===== config.mk =====
export PLATFORM = sky130hd
export DESIGN_NAME = game_round_timer_ctrl_flat
export DESIGN_NICKNAME = d
export VERILOG_FILES = /design/src/rtl/game_round_timer_ctrl_if.sv /design/src/rtl/game_round_timer_ctrl.sv /design/src/flat_wrapper.sv
export SDC_FILE = /design/constraint.sdc
export NUM_CORES = 1
export LEC_CHECK = 0
export ABC_AREA = 1
export ABC_CLOCK_PERIOD_IN_PS = 3800
export CELL_PAD_IN_SITES_DETAIL_PLACEMENT = 1
export CELL_PAD_IN_SITES_GLOBAL_PLACEMENT = 2
export CORE_AREA = 5 5 86 88
export CTS_CLUSTER_DIAMETER = 200
export DETAILED_ROUTE_END_ITERATION = 12
export DIE_AREA = 0 0 91 93
export PLACE_DENSITY_LB_ADDON = 0.1
export SYNTH_ARGS = -nofsm -noshare
export SYNTH_HDL_FRONTEND = slang
export SYNTH_SLANG_ARGS = --single-unit

===== constraint.sdc =====
create_clock -name ClockIn -period 3.8 [get_ports ClockIn]
set_input_delay 0.76 -clock ClockIn [delete_from_list [all_inputs] [get_ports ClockIn]]
set_output_delay 0.76 -clock ClockIn [all_outputs]
set_load 0.02 [all_outputs]

===== src/rtl/game_round_timer_ctrl_if.sv =====
// Control pulses and display/status outputs of the round timer.
// The master side is the game top level; the slave side is the timer.
interface game_round_timer_ctrl_if;
   logic       Start;
   logic       Pause;
   logic       Abort;
   logic [3:0] OnesValue;
   logic [3:0] TensValue;
   logic [2:0] State;
   logic       GameActive;
   logic       TimeUpPulse;
   logic       SecondTick;

   modport master (
      output Start, Pause, Abort,
      input  OnesValue, TensValue, State, GameActive, TimeUpPulse, SecondTick
   );

   modport slave (
      input  Start, Pause, Abort,
      output OnesValue, TensValue, State, GameActive, TimeUpPulse, SecondTick
   );
endinterface


===== src/rtl/game_round_timer_ctrl.sv =====
// Round sequencer: one-second divider, two-digit BCD countdown and the
// idle/pregame/play/paused/timeup state machine behind the HEX display.
module game_round_timer_ctrl #(
   parameter int CLOCK_FREQUENCY = 50000000,
   parameter int ROUND_SECONDS   = 60,
   parameter int PREGAME_SECONDS = 3
) (
   input logic                    ClockIn,
   input logic                    Reset,
   game_round_timer_ctrl_if.slave bus
);
   localparam int               DIV_W      = $clog2(CLOCK_FREQUENCY);
   localparam logic [DIV_W-1:0] DIV_LOAD   = DIV_W'(CLOCK_FREQUENCY - 1);
   localparam logic [3:0]       ROUND_TENS = 4'(ROUND_SECONDS / 10);
   localparam logic [3:0]       ROUND_ONES = 4'(ROUND_SECONDS % 10);

   typedef enum logic [2:0] {
      IDLE    = 3'd0,
      PREGAME = 3'd1,
      PLAY    = 3'd2,
      PAUSED  = 3'd3,
      TIMEUP  = 3'd4
   } state_t;

   // A zero-length countdown starts the round straight in PLAY.
   localparam state_t     START_STATE = (PREGAME_SECONDS == 0) ? PLAY : PREGAME;
   localparam logic [3:0] START_TENS  = (PREGAME_SECONDS == 0) ? ROUND_TENS : 4'd0;
   localparam logic [3:0] START_ONES  = (PREGAME_SECONDS == 0) ? ROUND_ONES : 4'(PREGAME_SECONDS);

   state_t           state_q, state_d;
   logic [DIV_W-1:0] div_q, div_d;
   logic [3:0]       tens_q, tens_d, ones_q, ones_d;
   logic             tick_q, tick_d, ga_q, tup_q;
   logic             running, tick, at_zero, dec_zero;
   logic [3:0]       dec_tens, dec_ones;

   always_comb begin
      running  = (state_q == PREGAME) || (state_q == PLAY);
      tick     = running && (div_q == '0);
      at_zero  = (tens_q == 4'd0) && (ones_q == 4'd0);
      dec_tens = tens_q;
      dec_ones = ones_q;
      if (!at_zero) begin
         if (ones_q == 4'd0) begin
            dec_ones = 4'd9;
            dec_tens = tens_q - 4'd1;
         end else begin
            dec_ones = ones_q - 4'd1;
         end
      end
      dec_zero = (dec_tens == 4'd0) && (dec_ones == 4'd0);

      state_d = state_q;
      div_d   = div_q;
      tens_d  = tens_q;
      ones_d  = ones_q;
      tick_d  = 1'b0;

      // The divider only runs while a countdown is live; otherwise it holds.
      if (running) div_d = tick ? DIV_LOAD : div_q - DIV_W'(1);
      if (tick) begin
         tens_d = dec_tens;
         ones_d = dec_ones;
         tick_d = 1'b1;
      end

      if (bus.Abort) begin
         state_d = IDLE;
         tens_d  = ROUND_TENS;
         ones_d  = ROUND_ONES;
         div_d   = DIV_LOAD;
         tick_d  = 1'b0;
      end else begin
         case (state_q)
            IDLE, TIMEUP: begin
               if (bus.Start) begin
                  state_d = START_STATE;
                  tens_d  = START_TENS;
                  ones_d  = START_ONES;
                  div_d   = DIV_LOAD;
               end
            end
            PREGAME: begin
               if (bus.Start) begin
                  tens_d = START_TENS;
                  ones_d = START_ONES;
                  div_d  = DIV_LOAD;
                  tick_d = 1'b0;
               end else if (at_zero) begin
                  // The "0" of the countdown is shown for one cycle before play.
                  state_d = PLAY;
                  tens_d  = ROUND_TENS;
                  ones_d  = ROUND_ONES;
                  div_d   = DIV_LOAD;
               end
            end
            PLAY: begin
               if (tick && dec_zero) state_d = TIMEUP;
               else if (bus.Pause)   state_d = PAUSED;
            end
            PAUSED: begin
               if (bus.Pause) state_d = PLAY;
            end
            default: state_d = IDLE;
         endcase
      end
   end

   always_ff @(posedge ClockIn) begin
      if (Reset) begin
         state_q <= IDLE;
         div_q   <= DIV_LOAD;
         tens_q  <= ROUND_TENS;
         ones_q  <= ROUND_ONES;
         tick_q  <= 1'b0;
         ga_q    <= 1'b0;
         tup_q   <= 1'b0;
      end else begin
         state_q <= state_d;
         div_q   <= div_d;
         tens_q  <= tens_d;
         ones_q  <= ones_d;
         tick_q  <= tick_d;
         ga_q    <= (state_d == PLAY);
         tup_q   <= (state_d == TIMEUP) && (state_q != TIMEUP);
      end
   end

   assign bus.State       = state_q;
   assign bus.TensValue   = tens_q;
   assign bus.OnesValue   = ones_q;
   assign bus.SecondTick  = tick_q;
   assign bus.GameActive  = ga_q;
   assign bus.TimeUpPulse = tup_q;
endmodule

===== src/flat_wrapper.sv =====
// flat-port wrapper written by rule: the top's interface ports become plain ports
module game_round_timer_ctrl_flat 
#(
   parameter int CLOCK_FREQUENCY = 50000000,
   parameter int ROUND_SECONDS   = 60,
   parameter int PREGAME_SECONDS = 3
)
  (ClockIn, Reset, bus_Start, bus_Pause, bus_Abort, bus_OnesValue, bus_TensValue, bus_State, bus_GameActive, bus_TimeUpPulse, bus_SecondTick);
  game_round_timer_ctrl_if bus_i ();
  input logic ClockIn;
  input logic Reset;
  input wire logic [$bits(bus_i.Start)-1:0] bus_Start;
  input wire logic [$bits(bus_i.Pause)-1:0] bus_Pause;
  input wire logic [$bits(bus_i.Abort)-1:0] bus_Abort;
  output wire logic [$bits(bus_i.OnesValue)-1:0] bus_OnesValue;
  output wire logic [$bits(bus_i.TensValue)-1:0] bus_TensValue;
  output wire logic [$bits(bus_i.State)-1:0] bus_State;
  output wire logic [$bits(bus_i.GameActive)-1:0] bus_GameActive;
  output wire logic [$bits(bus_i.TimeUpPulse)-1:0] bus_TimeUpPulse;
  output wire logic [$bits(bus_i.SecondTick)-1:0] bus_SecondTick;
  assign bus_i.Start = bus_Start;
  assign bus_i.Pause = bus_Pause;
  assign bus_i.Abort = bus_Abort;
  assign bus_OnesValue = bus_i.OnesValue;
  assign bus_TensValue = bus_i.TensValue;
  assign bus_State = bus_i.State;
  assign bus_GameActive = bus_i.GameActive;
  assign bus_TimeUpPulse = bus_i.TimeUpPulse;
  assign bus_SecondTick = bus_i.SecondTick;
  game_round_timer_ctrl #(.CLOCK_FREQUENCY(CLOCK_FREQUENCY), .ROUND_SECONDS(ROUND_SECONDS), .PREGAME_SECONDS(PREGAME_SECONDS)) u_core (.ClockIn(ClockIn), .Reset(Reset), .bus(bus_i));
endmodule

==> results.yml, run 1 <==
hold_path:
  hold_class: "reg2reg"
sta:
  finalSetupViolCount: 0
  tns_ns: 0
  grt_setup_unrepaired: "false"
  fin_crit_sh: 0.604
  setup_ws_ns: 1.50
  skew_ns: 0.00561
  slew_headroom: 0.734
  max_freq_mhz: 436
  hold_viol_final: 0
  worst_pin_slew_ns: 0.395
  slew_violations: 0
  period_minus_slack_ns: 2.30
final_layout:
  final_net_count: 343
  final_common_cell: "nand2_1"
  fillers: 840
  final-seq-area_um2: 801
  syn_to_final_growth_pct: 15.6
  final_cell_mix: "nand2_1 (64), nor2_1 (62), dfxtp_1 (40)"
  utilization: 0.387
  diodes: 0
  drive_above_1_share: 0.0982
  multi_input_area_um2: 1210
critical_path:
  path_class: "in2reg"
  rrSetupSlack_ns: 1.64
  crit_arrival_ns: 2.53
  worstSetupStartpointType: "input port"
  critPathMaxStageDelay_ns: 0.46
  required_ns: 4.04
  path_max_fanout: 16
  path_cells: "clkdlybuf4s50_1, nor2_1, nand3_4, nor2_4, inv_2, a21oi_1, o21a_1"
  critPathCaptureType: "flop"
  critPathSlowestCell: "clkdlybuf4s50_1"
clocking:
  cts_setup_buffers: 0
  cts_root_buf: "clkbuf_8"
  cts_max_level: 2
  cts_made_buffers: 5
  cts_sinks: 40
  cts_buffer_depth: 2
  cts.repair.resized: 0
  clock_latency_ns: 0.29
  path_clk_slew_ns: 0.08
  hold_buffers: 0
  cts_tree: "done"
placed_design:
  place.port_buffers: 18
  gp_congestion: 0.734
  dp_slack_ns: 1.14
  hpwlAfterDp_mm: 4.44
power_and_ir_drop:
  switching_power_mw: 0.191
  power_density_nw_per_um2: 307
  p_seq_frac: 0.544
  p_leak_nw: 1.03
  swShare: 0.244
  p_comb_frac: 0.074
  power_mw: 0.782
  clock_power_share: 0.381
  ir_worst_vdd_mv: 0.155
  intPower_mw: 0.591
logic_synthesis:
  synth_area_leaders: "dfxtp_1 (36%), nand2_1 (11%), nor2_1 (11%)"
  syn-cell-area_um2: 2200
  ys_types: 34
  synthCells: 313
  synth-warning-count: 0
  ys_seq_elements: 40
  syn_area_per_cell_um2: 7.03
  synth-seq-area-share: 0.364
  syn_nets: 321
  synth_top_area_frac: 0.364
  yosys.area.top_type: "dfxtp_1"
floorplanning:
  start_util: 0.335
  die_h_um: 93
  num_rows: 30
  dieArea_um2: 8460
  die_w_um: 91
  core_area_um2: 6570
  top_level_ports: 19
detailed_routing:
  remaining_drc_errors: 0
  num_vias: 1976
  drtPass1Iterations: 4
  wl_mm: 5.55
  avgRoutedWirePerCell_um: 13.4
  ant_nets: 0
  viasPerCell: 4.75
  dr.first_iter.drc_count: 52
grt:
  met3_usage: 0.0306
  met2_usage: 0.259
  grt_pass1_vias: 2074
  grt_usage: 0.141
  grt.busiest_layer: "met2"
  grt_pass1_wl_mm: 9.64
  gr-total-overflow: 0
  grt_max_degree: 17
  antenna_found_initial: 0
  grtUsageMet1: 0.165
status:
  status: "complete, no violations"
flow_run:
  cap_viol_max_count: 0
kinds of logic after synthesis:
group,count (synthesis),synth area share
and+or+nand+nor,180,0.384
DFF,40,0.364
adders and majority gates,3,0.0171
AOI/OAI and AO/OA,29,0.0870
buffers and inverters,45,0.0841
xor gates and xnor gates,16,0.0637
state kept, by name, indices dropped and copies added (netlist names):
name / count
u_core.bus.GameActive: 1
u_core.bus.OnesValue: 4
u_core.bus.SecondTick: 1
u_core.bus.State: 3
u_core.bus.TensValue: 4
u_core.bus.TimeUpPulse: 1
u_core.div_q: 26
worst max-delay path, delay by kind of cell:
| kind | cells | cell delay [ns] |
|---|---|---|
| AOI/OAI and AO/OA | 2 | 0.27 |
| buffers and inverters | 2 | 0.65 |
| and+or+nand+nor | 3 | 0.84 |
final cells by class:
class | count | share of cell area
Inverter | 42 | 0.0620
Clock buffer | 8 | 0.0354
Sequential cell | 40 | 0.315
Tap cell | 80 | 0.0394
Multi-Input combinational cell | 228 | 0.478
Timing Repair Buffer | 18 | 0.0708
power groups by stage:
stage	Clock (mW)	Combinational, mW	Sequential [mW]
2_1_floorplan	0	0.0368	0.438
3_3_place_gp	0	0.0590	0.435
3_5_place_dp	0	0.0593	0.436
4_1_cts	0.312	0.0596	0.426
5_1_grt	0.329	0.0665	0.426
6_report	0.298	0.0582	0.426
final timing paths:
kind | from | end | cells past startpoint
max | Reset | u_core.div_q[7] | 7
min | u_core.div_q[25] | u_core.div_q[25] | 2
max reg2reg | u_core.bus.TensValue[0] | u_core.div_q[7] | 10
min reg2reg | u_core.div_q[25] | u_core.div_q[25] | 2
metal layers:
metal | up-vias | routed length, um
met5 | - | 0
met3 | 7 | 117
met1 | 921 | 2550
li1 | 1032 | -
met4 | 0 | 59
met2 | 16 | 2830
synthesized netlist by cell type, drive strengths merged:
library cell and number:
nand2 68, nor2 67, inv 42, dfxtp 40, nand3 27, o21ai 14
a21oi 9, xnor2 8, xor2 8, nor3 6, nand4 4, buf 3
ha 3, nand3b 3, nor4 3, or2 2, a2111oi 1, a21boi 1
a311oi 1, o21a 1, o21bai 1, o31ai 1
per-stage QoR:
step           std cells  instance area [um2]  hold slack, ns
6_report             416                 2540           0.496
5_1_grt              416                 2540           0.531
4_1_cts              416                 2540           0.505
3_5_place_dp         408                 2450           0.484
3_3_place_gp         408                 2450           0.467
2_1_floorplan        313                 2200           0.452
Power figures use the tool's default switching activity.
==> run 2: changes to the inputs <==
- ABC_CLOCK_PERIOD_IN_PS: 3800 -> 2100
- CORE_AREA: 5 5 86 88 -> 5 5 94 96
- DIE_AREA: 0 0 91 93 -> 0 0 99 101
- clock period: 3.8 -> 2.1 ns (I/O delays scaled with it)
==> results.yml, run 2 (synthesized netlist as in run 1, its figures left out) <==
floorplanning:
  core_area_um2: 7970
  die_h_um: 101
  dieArea_um2: 10000
  die_w_um: 99
  num_rows: 33
  top_level_ports: 19
  start_util: 0.276
sta:
  skew_ns: 0.0128
  tns_ns: 0
  fin_crit_sh: 0.890
  worst_pin_slew_ns: 0.413
  slew_violations: 0
  period_minus_slack_ns: 1.87
  slew_headroom: 0.722
  max_freq_mhz: 535
  hold_ws_ns: 0.501
  hold_viol_final: 0
  finalSetupViolCount: 0
  grt_setup_unrepaired: "false"
power_and_ir_drop:
  ir_worst_vdd_mv: 0.266
  intPower_mw: 1.07
  clock_power_share: 0.388
  p_comb_frac: 0.077
  power_density_nw_per_um2: 544
  swShare: 0.254
  p_seq_frac: 0.535
  p_leak_nw: 1.07
  switching_power_mw: 0.366
final_layout:
  final_cell_mix: "nand2_1 (64), nor2_1 (62), dfxtp_1 (40)"
  largest_reg_flops: 26
  multi_input_area_um2: 1210
  fillers: 993
  final_common_cell: "nand2_1"
  syn_to_final_growth_pct: 20.1
  final-seq-area_um2: 801
  final_net_count: 352
  diodes: 0
  utilization: 0.332
  largest-register: "u_core.div_q"
  fin_area_um2: 2640
  drive_above_1_share: 0.122
clocking:
  cts_root_buf: "clkbuf_8"
  cts_max_level: 2
  path_clk_slew_ns: 0.09
  clock_latency_ns: 0.30
  cts.repair.resized: 0
  cts_tree: "done"
  cts_sinks: 40
  cts_made_buffers: 5
  hold_buffers: 0
  cts_setup_buffers: 0
  cts_buffer_depth: 2
placed_design:
  place.port_buffers: 18
  gp_congestion: 0.729
  placed_cell_area_um2: 2550
  hpwlAfterDp_mm: 4.55
critical_path:
  required_ns: 2.34
  path_cells: "inv_1, ha_1, nand2_1, inv_1, nand3_1, nand3_4, nor2_4, inv_2, a21oi_1, o21a_1"
  critPathSlowestCell: "dfxtp_1"
  path_max_fanout: 11
  crit_arrival_ns: 2.11
  path_class: "reg2reg"
  rr_worst_depth: 10
  rrSetupSlack_ns: 0.23
  cp_common_cell: "inv_1"
  critPathMaxStageDelay_ns: 0.39
  critPathCaptureType: "flop"
  worstSetupStartpointType: "flop"
  r2r-end: "u_core.div_q[7]"
  reg2reg_from: "u_core.bus.TensValue[0]"
  crit_family: "simple AND/OR/NAND/NOR gates"
  cp.depth: 10
  critPathBufInv: 3
grt:
  grt_max_degree: 12
  grt_usage: 0.123
  grt_pass1_vias: 2052
  antenna_found_initial: 0
  grt_pass1_wl_mm: 9.85
  gr-total-overflow: 0
detailed_routing:
  ant_nets: 0
  viasPerCell: 4.41
  num_vias: 1985
  dr.first_iter.drc_count: 67
  remaining_drc_errors: 0
  wl_mm: 5.68
  avgRoutedWirePerCell_um: 12.6
  drtPass1Iterations: 4
hold_path:
  hold_class: "reg2reg"
  worstHoldPathCells: 2
  whs_endpoint: "u_core.div_q[20]"
  min_from: "u_core.div_q[20]"
status:
  status: "complete, no violations"
flow_run:
  cap_viol_max_count: 0
## run 2: metrics by stage
step / cells / setup WS (ns) / power [mW]
3_3_place_gp: 442 / 0.0677 / 0.901
5_1_grt: 450 / 0.0232 / 1.51
2_1_floorplan: 313 / 0.274 / 0.859
3_5_place_dp: 442 / 0.0361 / 0.901
6_report: 450 / 0.230 / 1.44
4_1_cts: 450 / 0.209 / 1.46
## run 2: worst register-to-register path: cells and delay by family, from the launching register on
family | cells | cell delay, ns
buf+inv | 3 | 0.33
fa+ha+maj | 1 | 0.21
flops | 1 | 0.39
simple gates | 4 | 0.60
compound gates | 2 | 0.27
## run 2: power groups by stage
stage / sequential, mW / combinational (mW) / clock (mW)
after floorplan: 0.793 / 0.0665 / 0
after global placement: 0.788 / 0.113 / 0
after detailed placement: 0.788 / 0.113 / 0
after CTS: 0.770 / 0.114 / 0.576
after global routing: 0.772 / 0.126 / 0.609
final: 0.770 / 0.111 / 0.558
## run 2: layout make-up
class                   count  share of cell area
multi-input cells         228               0.460
flip-flops and latches     40               0.303
repair buffers             27              0.0938
inverters                  42              0.0597
well taps                 105              0.0497
clock buffers               8              0.0341
## run 2: worst max-delay path by stage
stage | from | to | slack, ns
after global routing | u_core.div_q[18] | u_core.bus.TimeUpPulse | 0.02
final | u_core.bus.TensValue[0] | u_core.div_q[7] | 0.23
after global placement | bus_Abort | u_core.div_q[7] | 0.07
after detailed placement | bus_Abort | u_core.div_q[7] | 0.04
after CTS | u_core.bus.TensValue[0] | u_core.div_q[7] | 0.21
after floorplan | u_core.bus.TensValue[0] | u_core.div_q[6] | 0.27
## run 2: layer usage
| layer | vias up | track usage | wire length (um) |
|---|---|---|---|
| met5 | - | 0 | 0 |
| met1 | 914 | 0.173 | 3060 |
| li1 | 1050 | - | - |
| met2 | 15 | 0.187 | 2420 |
| met4 | 0 | 0.0410 | 84 |
| met3 | 6 | 0.0263 | 125 |
